==> src/rtl/event_tracker_pkg.sv <==
// Shared definitions for the event tracker: parameter defaults, the last_id
// width helper and the per-channel state record.
package event_tracker_pkg;

  localparam int unsigned NChDefault  = 4;
  localparam int unsigned CntWDefault = 8;
  // Widest counter any channel may be built with; the state record is sized for it.
  localparam int unsigned CntMaxW     = 16;

  // Per-channel state: sticky event flag, saturating count, saturation flag.
  typedef struct packed {
    logic               flag;
    logic [CntMaxW-1:0] count;
    logic               sat;
  } chan_state_t;

  // Width of a channel index; never narrower than one bit.
  function automatic int unsigned id_w(input int unsigned n_ch);
    return (n_ch <= 1) ? 1 : $clog2(n_ch);
  endfunction

endpackage

==> src/rtl/event_tracker_chan.sv <==
// Single event-tracker channel.
//   clk_i    : clock, all state on posedge
//   rst_ni   : synchronous active-low reset
//   acc_i    : accepted event this cycle (trig & en)
//   clr_i    : clear sticky flag, counter and saturation flag
//   pulse_o  : registered one-cycle pulse per accepted event
//   flag_o   : sticky "event has fired"
//   cnt_o    : saturating event count
//   sat_o    : sticky "event arrived while counter was full"
module event_tracker_chan
  import event_tracker_pkg::*;
#(
  parameter int unsigned CntW = CntWDefault
) (
  input  logic            clk_i,
  input  logic            rst_ni,
  input  logic            acc_i,
  input  logic            clr_i,
  output logic            pulse_o,
  output logic            flag_o,
  output logic [CntW-1:0] cnt_o,
  output logic            sat_o
);

  localparam logic [CntMaxW-1:0] CntMax = CntMaxW'((32'd1 << CntW) - 32'd1);

  chan_state_t state_d, state_q;
  logic        pulse_d, pulse_q;

  always_comb begin
    state_d      = state_q;
    pulse_d      = acc_i;
    // A same-cycle event wins over clear so it is never lost.
    state_d.flag = acc_i | (state_q.flag & ~clr_i);
    if (clr_i) begin
      // Clear restarts the count, counting a coincident event.
      state_d.count = {{(CntMaxW-1){1'b0}}, acc_i};
      state_d.sat   = 1'b0;
    end else if (acc_i) begin
      if (state_q.count == CntMax) begin
        state_d.sat = 1'b1;
      end else begin
        state_d.count = state_q.count + CntMaxW'(1);
      end
    end
  end

  always_ff @(posedge clk_i) begin
    if (!rst_ni) begin
      state_q <= '0;
      pulse_q <= 1'b0;
    end else begin
      state_q <= state_d;
      pulse_q <= pulse_d;
    end
  end

  assign pulse_o = pulse_q;
  assign flag_o  = state_q.flag;
  assign cnt_o   = state_q.count[CntW-1:0];
  assign sat_o   = state_q.sat;

endmodule

==> src/rtl/event_tracker.sv <==
// Multi-channel event tracker: per-channel pulse, sticky flag and saturating
// counter, plus the lowest-index most recent channel and global status.
//   clk        : clock;  rst_n : synchronous active-low reset
//   trig/en/clr: per-channel event strobe, enable mask, clear
//   triggered  : registered pulse per accepted event
//   last_event : sticky per-channel event bitmap; irq is its OR
//   cnt        : packed counts, channel i at [i*CNT_W +: CNT_W]
//   sat        : sticky per-channel saturation flags
//   last_id    : lowest channel accepted in the most recent accepting cycle
//   any_valid  : any event accepted since reset
module event_tracker
  import event_tracker_pkg::*;
#(
  parameter int unsigned N_CH  = NChDefault,
  parameter int unsigned CNT_W = CntWDefault,
  localparam int unsigned ID_W = id_w(N_CH)
) (
  input  logic                  clk,
  input  logic                  rst_n,
  input  logic [N_CH-1:0]       trig,
  input  logic [N_CH-1:0]       en,
  input  logic [N_CH-1:0]       clr,
  output logic [N_CH-1:0]       triggered,
  output logic [N_CH-1:0]       last_event,
  output logic [N_CH*CNT_W-1:0] cnt,
  output logic [N_CH-1:0]       sat,
  output logic [ID_W-1:0]       last_id,
  output logic                  any_valid,
  output logic                  irq
);

  logic [N_CH-1:0] acc;
  logic [ID_W-1:0] last_id_d, last_id_q;
  logic            any_valid_d, any_valid_q;

  assign acc = trig & en;

  for (genvar ch = 0; ch < N_CH; ch++) begin : g_chan
    event_tracker_chan #(
      .CntW (CNT_W)
    ) u_chan (
      .clk_i   (clk),
      .rst_ni  (rst_n),
      .acc_i   (acc[ch]),
      .clr_i   (clr[ch]),
      .pulse_o (triggered[ch]),
      .flag_o  (last_event[ch]),
      .cnt_o   (cnt[ch*CNT_W +: CNT_W]),
      .sat_o   (sat[ch])
    );
  end

  always_comb begin
    last_id_d = last_id_q;
    // Scan high to low so the lowest accepted index is written last.
    for (int i = int'(N_CH) - 1; i >= 0; i--) begin
      if (acc[i]) begin
        last_id_d = ID_W'(i);
      end
    end
    any_valid_d = any_valid_q | (|acc);
  end

  always_ff @(posedge clk) begin
    if (!rst_n) begin
      last_id_q   <= '0;
      any_valid_q <= 1'b0;
    end else begin
      last_id_q   <= last_id_d;
      any_valid_q <= any_valid_d;
    end
  end

  assign last_id   = last_id_q;
  assign any_valid = any_valid_q;
  assign irq       = |last_event;

endmodule

==> config.mk <==
export PLATFORM = sky130hd
export DESIGN_NAME = event_tracker
export DESIGN_NICKNAME = d
export VERILOG_FILES = /design/src/rtl/event_tracker_pkg.sv /design/src/rtl/event_tracker_chan.sv /design/src/rtl/event_tracker.sv
export SDC_FILE = /design/constraint.sdc
export NUM_CORES = 1
export LEC_CHECK = 0
export ABC_AREA = 0
export CORE_ASPECT_RATIO = 0.7
export CORE_MARGIN = 1.5
export CORE_UTILIZATION = 35
export CTS_CLUSTER_DIAMETER = 120
export CTS_CLUSTER_SIZE = 30
export DETAILED_ROUTE_END_ITERATION = 10
export PLACE_DENSITY = 0.58
export SLEW_MARGIN = 20
export SYNTH_ARGS = -nofsm -noshare
export SYNTH_HDL_FRONTEND = slang
export SYNTH_SLANG_ARGS = --single-unit
==> constraint.sdc <==
create_clock -name clk -period 2.09 [get_ports clk]
set_input_delay 0.209 -clock clk [delete_from_list [all_inputs] [get_ports clk]]
set_output_delay 0.209 -clock clk [all_outputs]
set_load 0.02 [all_outputs]
==> flow_results.org <==
** Clocking
- Cell chosen for the clock root :: clkbuf_16
- Post-CTS timing repair inserted 0 buffers for setup.
- Post-CTS resize count :: 0
- The later pin in the worst-skew pair is clocked with a latency of 340 ps.
- Clock tree synthesis found a total of 79 sinks.
- In this run, post-CTS hold repair placed 0 buffers.
- Maximum root-to-sink buffer count :: 2
- Clock transition at path regs :: 60 ps
- TritonCTS clock tree :: done
- CTS built an H-tree with a depth of 3.
- Clock buffers created by TritonCTS :: 9

** Yosys
- Commonest register cell after synthesis :: dfxtp_1
- Warnings, synthesis :: 0
- Average footprint of a synthesized cell :: 8.51 um^2
- The synthesized netlist contains 49 unique library cells.
- Number of synthesized flops with an enable pin :: 0
- In the post-synthesis netlist, the cell with the most instances is dfxtp_1.
- The cell area that synthesis handed to floorplanning was 4120 um^2.
- Number of nets produced by synthesis :: 502
- After synthesis, the largest area contributor takes up 38.4% of total cell area.
- Mapped Cells :: 484
- The commonest cells after synthesis are dfxtp_1, a21oi_1, buf_4, nand2_1, o21ai_0.
- Counting flops and latches in the post-synthesis netlist gives 79.
- The synthesized design spends more area on one cell type than any other, namely dfxtp_1.
- By area the synthesized netlist is led by dfxtp_1, buf_4, a21oi_1.
- Async set-or-reset flop fraction in the synthesized netlist :: 0%
- The share of the Yosys chip area taken by registers is 38.4%.

** Placed design
- HPWL after detailed placement :: 7280 um
- Number of cells in the design after placement :: 667
- Post-DP Area :: 4730 um^2
- Number of I/O port buffers :: 61
- Routability cong. :: 0.847

** Final layout
- Antenna fix cells :: 0
- After routing the design area is 5020 um^2.
- Relative area change from synthesis to final layout :: 22.0%
- Proportion of layout cells with a drive suffix above 1 :: 11.3%
- Layout Cells excl Fill :: 683
- Net count, final :: 543

** Critical path
- Counting both buffers and inverters, the worst setup path holds a total of 1.
- Worst Path Class, Setup :: register to output pin
- For the worst flop-to-flop path, the logic depth is 5.
- Required @ worst endpoint :: 1880 ps
- On the worst path, the slowest cell contributes a delay of 550 ps.
- Slowest cell on the critical path :: clkdlybuf4s50_1
- Top cell family by delay on the critical path :: buffers and inverters
- Critical path cell sequence :: or4_1 > clkdlybuf4s50_1
- STA classifies the critical path startpoint as a register.
- Across all register-to-register paths, the minimum setup slack is 140 ps.
- The worst setup path is captured at an output pin.
- In this run the critical register-to-register path is captured at g_chan[0].u_chan.cnt_o[1].
- Worst reg2reg path startpoint :: g_chan[0].u_chan.state_q[12]
- In this run the worst path has a maximum fanout of 3.
- Data on the critical path arrives at its endpoint at 1780 ps.

** Timing
- Maximum clock skew at final layout :: 5.16 ps
- The final count of pins violating max slew is 0.
- F_max :: 0.503 GHz
- Number of setup violations in the final report :: 0
- On the final layout, the worst hold slack is 466 ps.
- The hold violation total from the final report came to 0.
- The worst path needs 1990 ps of the cycle, external delays included.
- Period utilization :: 95.1%
- Slew of the pin with the lowest slew margin :: 636 ps
- Headroom to the max-slew limit :: 57.0%
- RSZ-0062 raised after global routing :: no
- Fin Setup TNS :: 0 ps

** Routing
- In the routed design, unresolved DRC markers number 0.
- Total via count in the routed design :: 3728
- Dividing the detail-routed wire length by the instance count gives 14.5 um.
- The detailed router finished its first iteration with 261 violations.
- After detailed routing, the total wire length is 9930 um.
- Routed via count divided by cell count :: 5.46
- The first detailed-routing pass ran for 4 iterations.
- The count of nets left with antenna violations once routing finished came out at 0.

** Pwr
- IR analysis of the VDD net gives a maximum drop of 0.000437 V.
- P per Cell Area :: 661 nW/um^2
- In this run the static leakage power is 1.75 nW.

** Global route
- Total global routing track utilization :: 16.4%
- Pin count of the biggest net entering global routing :: 19
- The first global-routing pass estimated 16400 um of wire.
- The initial antenna violation count is 0.
- Via count of the first global-routing pass :: 3363
- After global routing the overflow that remains totals 0.

** Min path
- Hold WC Path Type :: register to register
- Origin of the worst min-delay path :: g_chan[3].u_chan.flag_o
- The worst hold path was traced through 2 stages.
- The path with the worst hold slack has its endpoint at g_chan[3].u_chan.flag_o.

** Floorplan
- In this run the standard cell core region covers 11300 um^2.
- In this run the count of I/O pins placed on the die edge is 62.
- Row generation in the floorplan step produced 32 rows.
- The floorplan step set the die height to 93.7 um.
- DIE WIDTH :: 133 um
- Full die area :: 12400 um^2
- Initial cell density of the core :: 36.6%

** Job
- The tool flagged a number of max-cap violations equal to 0.

** Status
- Result of the run :: complete, no violations
-- metal layers --
metal | GRT usage [%] | routed length [um] | vias to the layer above
li1 | - | - | 1856
met3 | 4.48 | 464 | 11
met2 | 24.8 | 4180 | 74
met5 | 0 | 0 | -
met1 | 22.8 | 5170 | 1787
met4 | 4.67 | 114 | 0
-- report_power, final --
group	switching, mW	internal (mW)	total [mW]
logic	0.122	0.108	0.230
registers	0.0134	1.52	1.54
clock network	0.602	0.952	1.55
-- cells by family after synthesis --
logic type      synth area share, %
compound gates                 19.9
xor+xnor                       1.06
simple gates                   27.4
flops                          38.4
fa+ha+maj                      1.22
mux                           0.730
buf+inv                        11.3
-- worst max path at each step --
stage	start	endpoint	slack, ps	depth (start not counted)
floorplan	g_chan[0].u_chan.state_q[9]	g_chan[0].u_chan.cnt_o[1]	220	6
global placement	trig[0]	g_chan[0].u_chan.state_q[14]	120	5
detailed placement	trig[0]	g_chan[0].u_chan.cnt_o[7]	80	6
CTS	g_chan[1].u_chan.flag_o	irq	80	2
global route	g_chan[3].u_chan.cnt_o[5]	g_chan[3].u_chan.state_q[16]	9	4
finish	g_chan[1].u_chan.flag_o	irq	100	2
-- worst register-to-register path, stage by stage (launching register included) --
cell	delay (ps)
dfxtp_1	340
or4_1	630
o41ai_4	380
buf_4	230
mux2i_1	200
nor2_1	50
-- layout make-up --
class / count / area, um^2
Fill cell: 1106 / 6230
Clock inverter: 4 / 45.0
Inverter: 12 / 45.0
Timing Repair Buffer: 92 / 843
Clock buffer: 12 / 246
Multi-Input combinational cell: 331 / 2070
Sequential cell: 79 / 1580
Tap cell: 153 / 191
-- flip-flops by register name, indices dropped and copies added (netlist names) --
| register | flops |
|---|---|
| g_chan.u_chan.cnt_o | 32 |
| g_chan.u_chan.state_q | 32 |
| g_chan.u_chan.flag_o | 4 |
| g_chan.u_chan.pulse_o | 4 |
| g_chan.u_chan.sat_o | 4 |
| last_id | 2 |
| any_valid | 1 |
-- per-stage QoR --
stage | setup slack, ps | util [%] | power (mW)
after floorplan | 220 | - | 1.69
after global placement | 124 | 42.1 | 1.80
after detailed placement | 79.2 | 42.1 | 1.80
after CTS | 79.0 | 44.7 | 3.37
after global routing | 9.13 | 44.7 | 3.46
final | 102 | 44.7 | 3.32
-- cells in the final DEF, fill, tap and decap left out, types with 4 or more instances in the layout --
| cell type | n |
|---|---|
| nand2_1 | 39 |
| clkdlybuf4s50_1 | 61 |
| a21oi_1 | 45 |
| buf_4 | 31 |
| xnor2_1 | 4 |
| nand4_1 | 14 |
| or3_1 | 19 |
| or4_1 | 16 |
| ha_1 | 4 |
| or4_2 | 4 |
| and2_1 | 5 |
| o31ai_1 | 16 |
| a21o_1 | 5 |
| o21ai_0 | 24 |
| nand3_1 | 17 |
| a31oi_1 | 7 |
| a41o_1 | 4 |
| inv_1 | 12 |
| and4_1 | 11 |
| nand2b_1 | 11 |
| nor3_1 | 4 |
| and3_1 | 9 |
| o21a_1 | 4 |
| nor2_1 | 18 |
| nor2b_1 | 4 |
| dfxtp_1 | 79 |
| clkbuf_16 | 9 |
| nor4_1 | 13 |
Note: power is estimated with default switching activity, not from simulation.
==> edit (same settings) <==
Change the package constant `NChDefault` from 4 to 8.
--- a/src/rtl/event_tracker_pkg.sv
+++ b/src/rtl/event_tracker_pkg.sv
@@ -2,7 +2,7 @@
 // width helper and the per-channel state record.
 package event_tracker_pkg;
 
-  localparam int unsigned NChDefault  = 4;
+  localparam int unsigned NChDefault  = 8;
   localparam int unsigned CntWDefault = 8;
   // Widest counter any channel may be built with; the state record is sized for it.
   localparam int unsigned CntMaxW     = 16;
Ports: changed (8 resized); port bits go from 62 to 119. No check against the original RTL was run, so the function may have changed too.
==> edit against the unedited design <==
- total power is 110% higher
- sequential cell count is 77 higher
- final area is 88% higher
- setup slack worse by 0.0095 ns
- combinational power is 67% higher
- sequential power is 97% higher
- synthesized cell count is 86% higher
- area after synthesis is 86% higher
- wire length is 77% higher
- critical endpoint is now g_chan[4].u_chan.cnt_o[0]
- largest power group unchanged
==> edit: results <==
{
  "setup.worst_path.end": "g_chan[4].u_chan.cnt_o[0]",
  "syn_nets": 934,
  "finalClockSkew_ns": 0.01013,
  "wire_per_inst_um": 13.93,
  "r2r_slack_ns": 0.09,
  "synth.area.top_cells": "dfxtp_1, buf_4, xor2_1",
  "grt_pass1_vias": 5496,
  "peakVddDrop_uv": 538.0,
  "drive_above_1_share_pct": 8.487,
  "grt_pass1_wl_um": 28370,
  "worstReg2RegStart": "g_chan[4].u_chan.cnt_o[1]",
  "grt_usage_pct": 15.41,
  "io_buffer_count": 118,
  "ys_types": 51,
  "post-dp-hpwl_um": 12800,
  "ys_top_cells_by_count": "dfxtp_1, nor2_1, buf_4, xor2_1, nand2_1",
  "p_leak_uw": 0.003330,
  "slew_headroom_pct": 52.35,
  "gp_congestion": 0.8193,
  "worstPathMaxFanout": 5,
  "clkLatencyLatePin_ns": 0.42,
  "status": "finished, final reports clean",
  "dr_total_vias": 6234,
  "hold_path_end": "g_chan[6].u_chan.cnt_o[0]",
  "critical_path.slowest_cell": "o41a_1"
}
## edit: cell count changes after synthesis, sizes merged, moves of 19 or more
cell	delta
dfxtp	+77
xnor2	+32
a21oi	-26
nand2	+22
buf	+44
xor2	+64
nor3	+19
nand3	+35
nand4	+22
nor2	+126
## edit: final cells by class
cell class	instances	area [um2]
inverter	10	37.54
multi-input combinational	619	3735
tap	282	352.8
timing repair buffer	162	1511
fill	2124	12130
clock inverter	13	236.5
sequential	156	3123
clock buffer	18	439.2
## edit: cells by family (layout without fill, tap and decap cells)
group                      count (synthesis)  after routing  synth area share (%)
and+or+nand+nor                          437            437                 29.20
DFF                                      156            156                 40.87
buffers and inverters                    126            203                 10.64
xor gates and xnor gates                 101            101                 11.58
AOI/OAI and AO/OA                         67             68                 5.747
adders and majority gates                  8              8                 1.310
muxes                                      5              5                0.6550
## edit: metal layers
layer  vias up  part of all wire [%]  global-route usage, %
met1      2879                    54                  23.14
met2       168                    40                  21.00
li1       3172                     -                      -
met5         -                     0                      0
met4         0                   1.1                  5.294
met3        15                   5.1                  3.905
## edit: report_power, final
group,switching (uW),leakage (uW),internal (uW)
logic,213,0.00174,170
clock network,1260,0.000327,2280
registers,28.8,0.00126,3000
total,1510,0.00333,5450
## edit: per-stage QoR
step	power [uW]	setup WS, ns	hold slack [ns]	cell area, um2	std cells
2_1_floorplan	3306	0.1750	0.3098	7641	900
3_3_place_gp	3482	0.02459	0.4628	8730	1228
3_5_place_dp	3481	0.01103	0.4703	8730	1228
4_1_cts	7056	0.01359	0.3661	9415	1259
5_1_grt	7216	-0.006398	0.3724	9435	1260
6_report	6958	0.09275	0.3836	9435	1260
## edit: repair_timing
action	CTS	global route
pin swaps	0	1
gates cloned	0	1
gates resized for setup	2	1
setup endpoints to repair	2	7
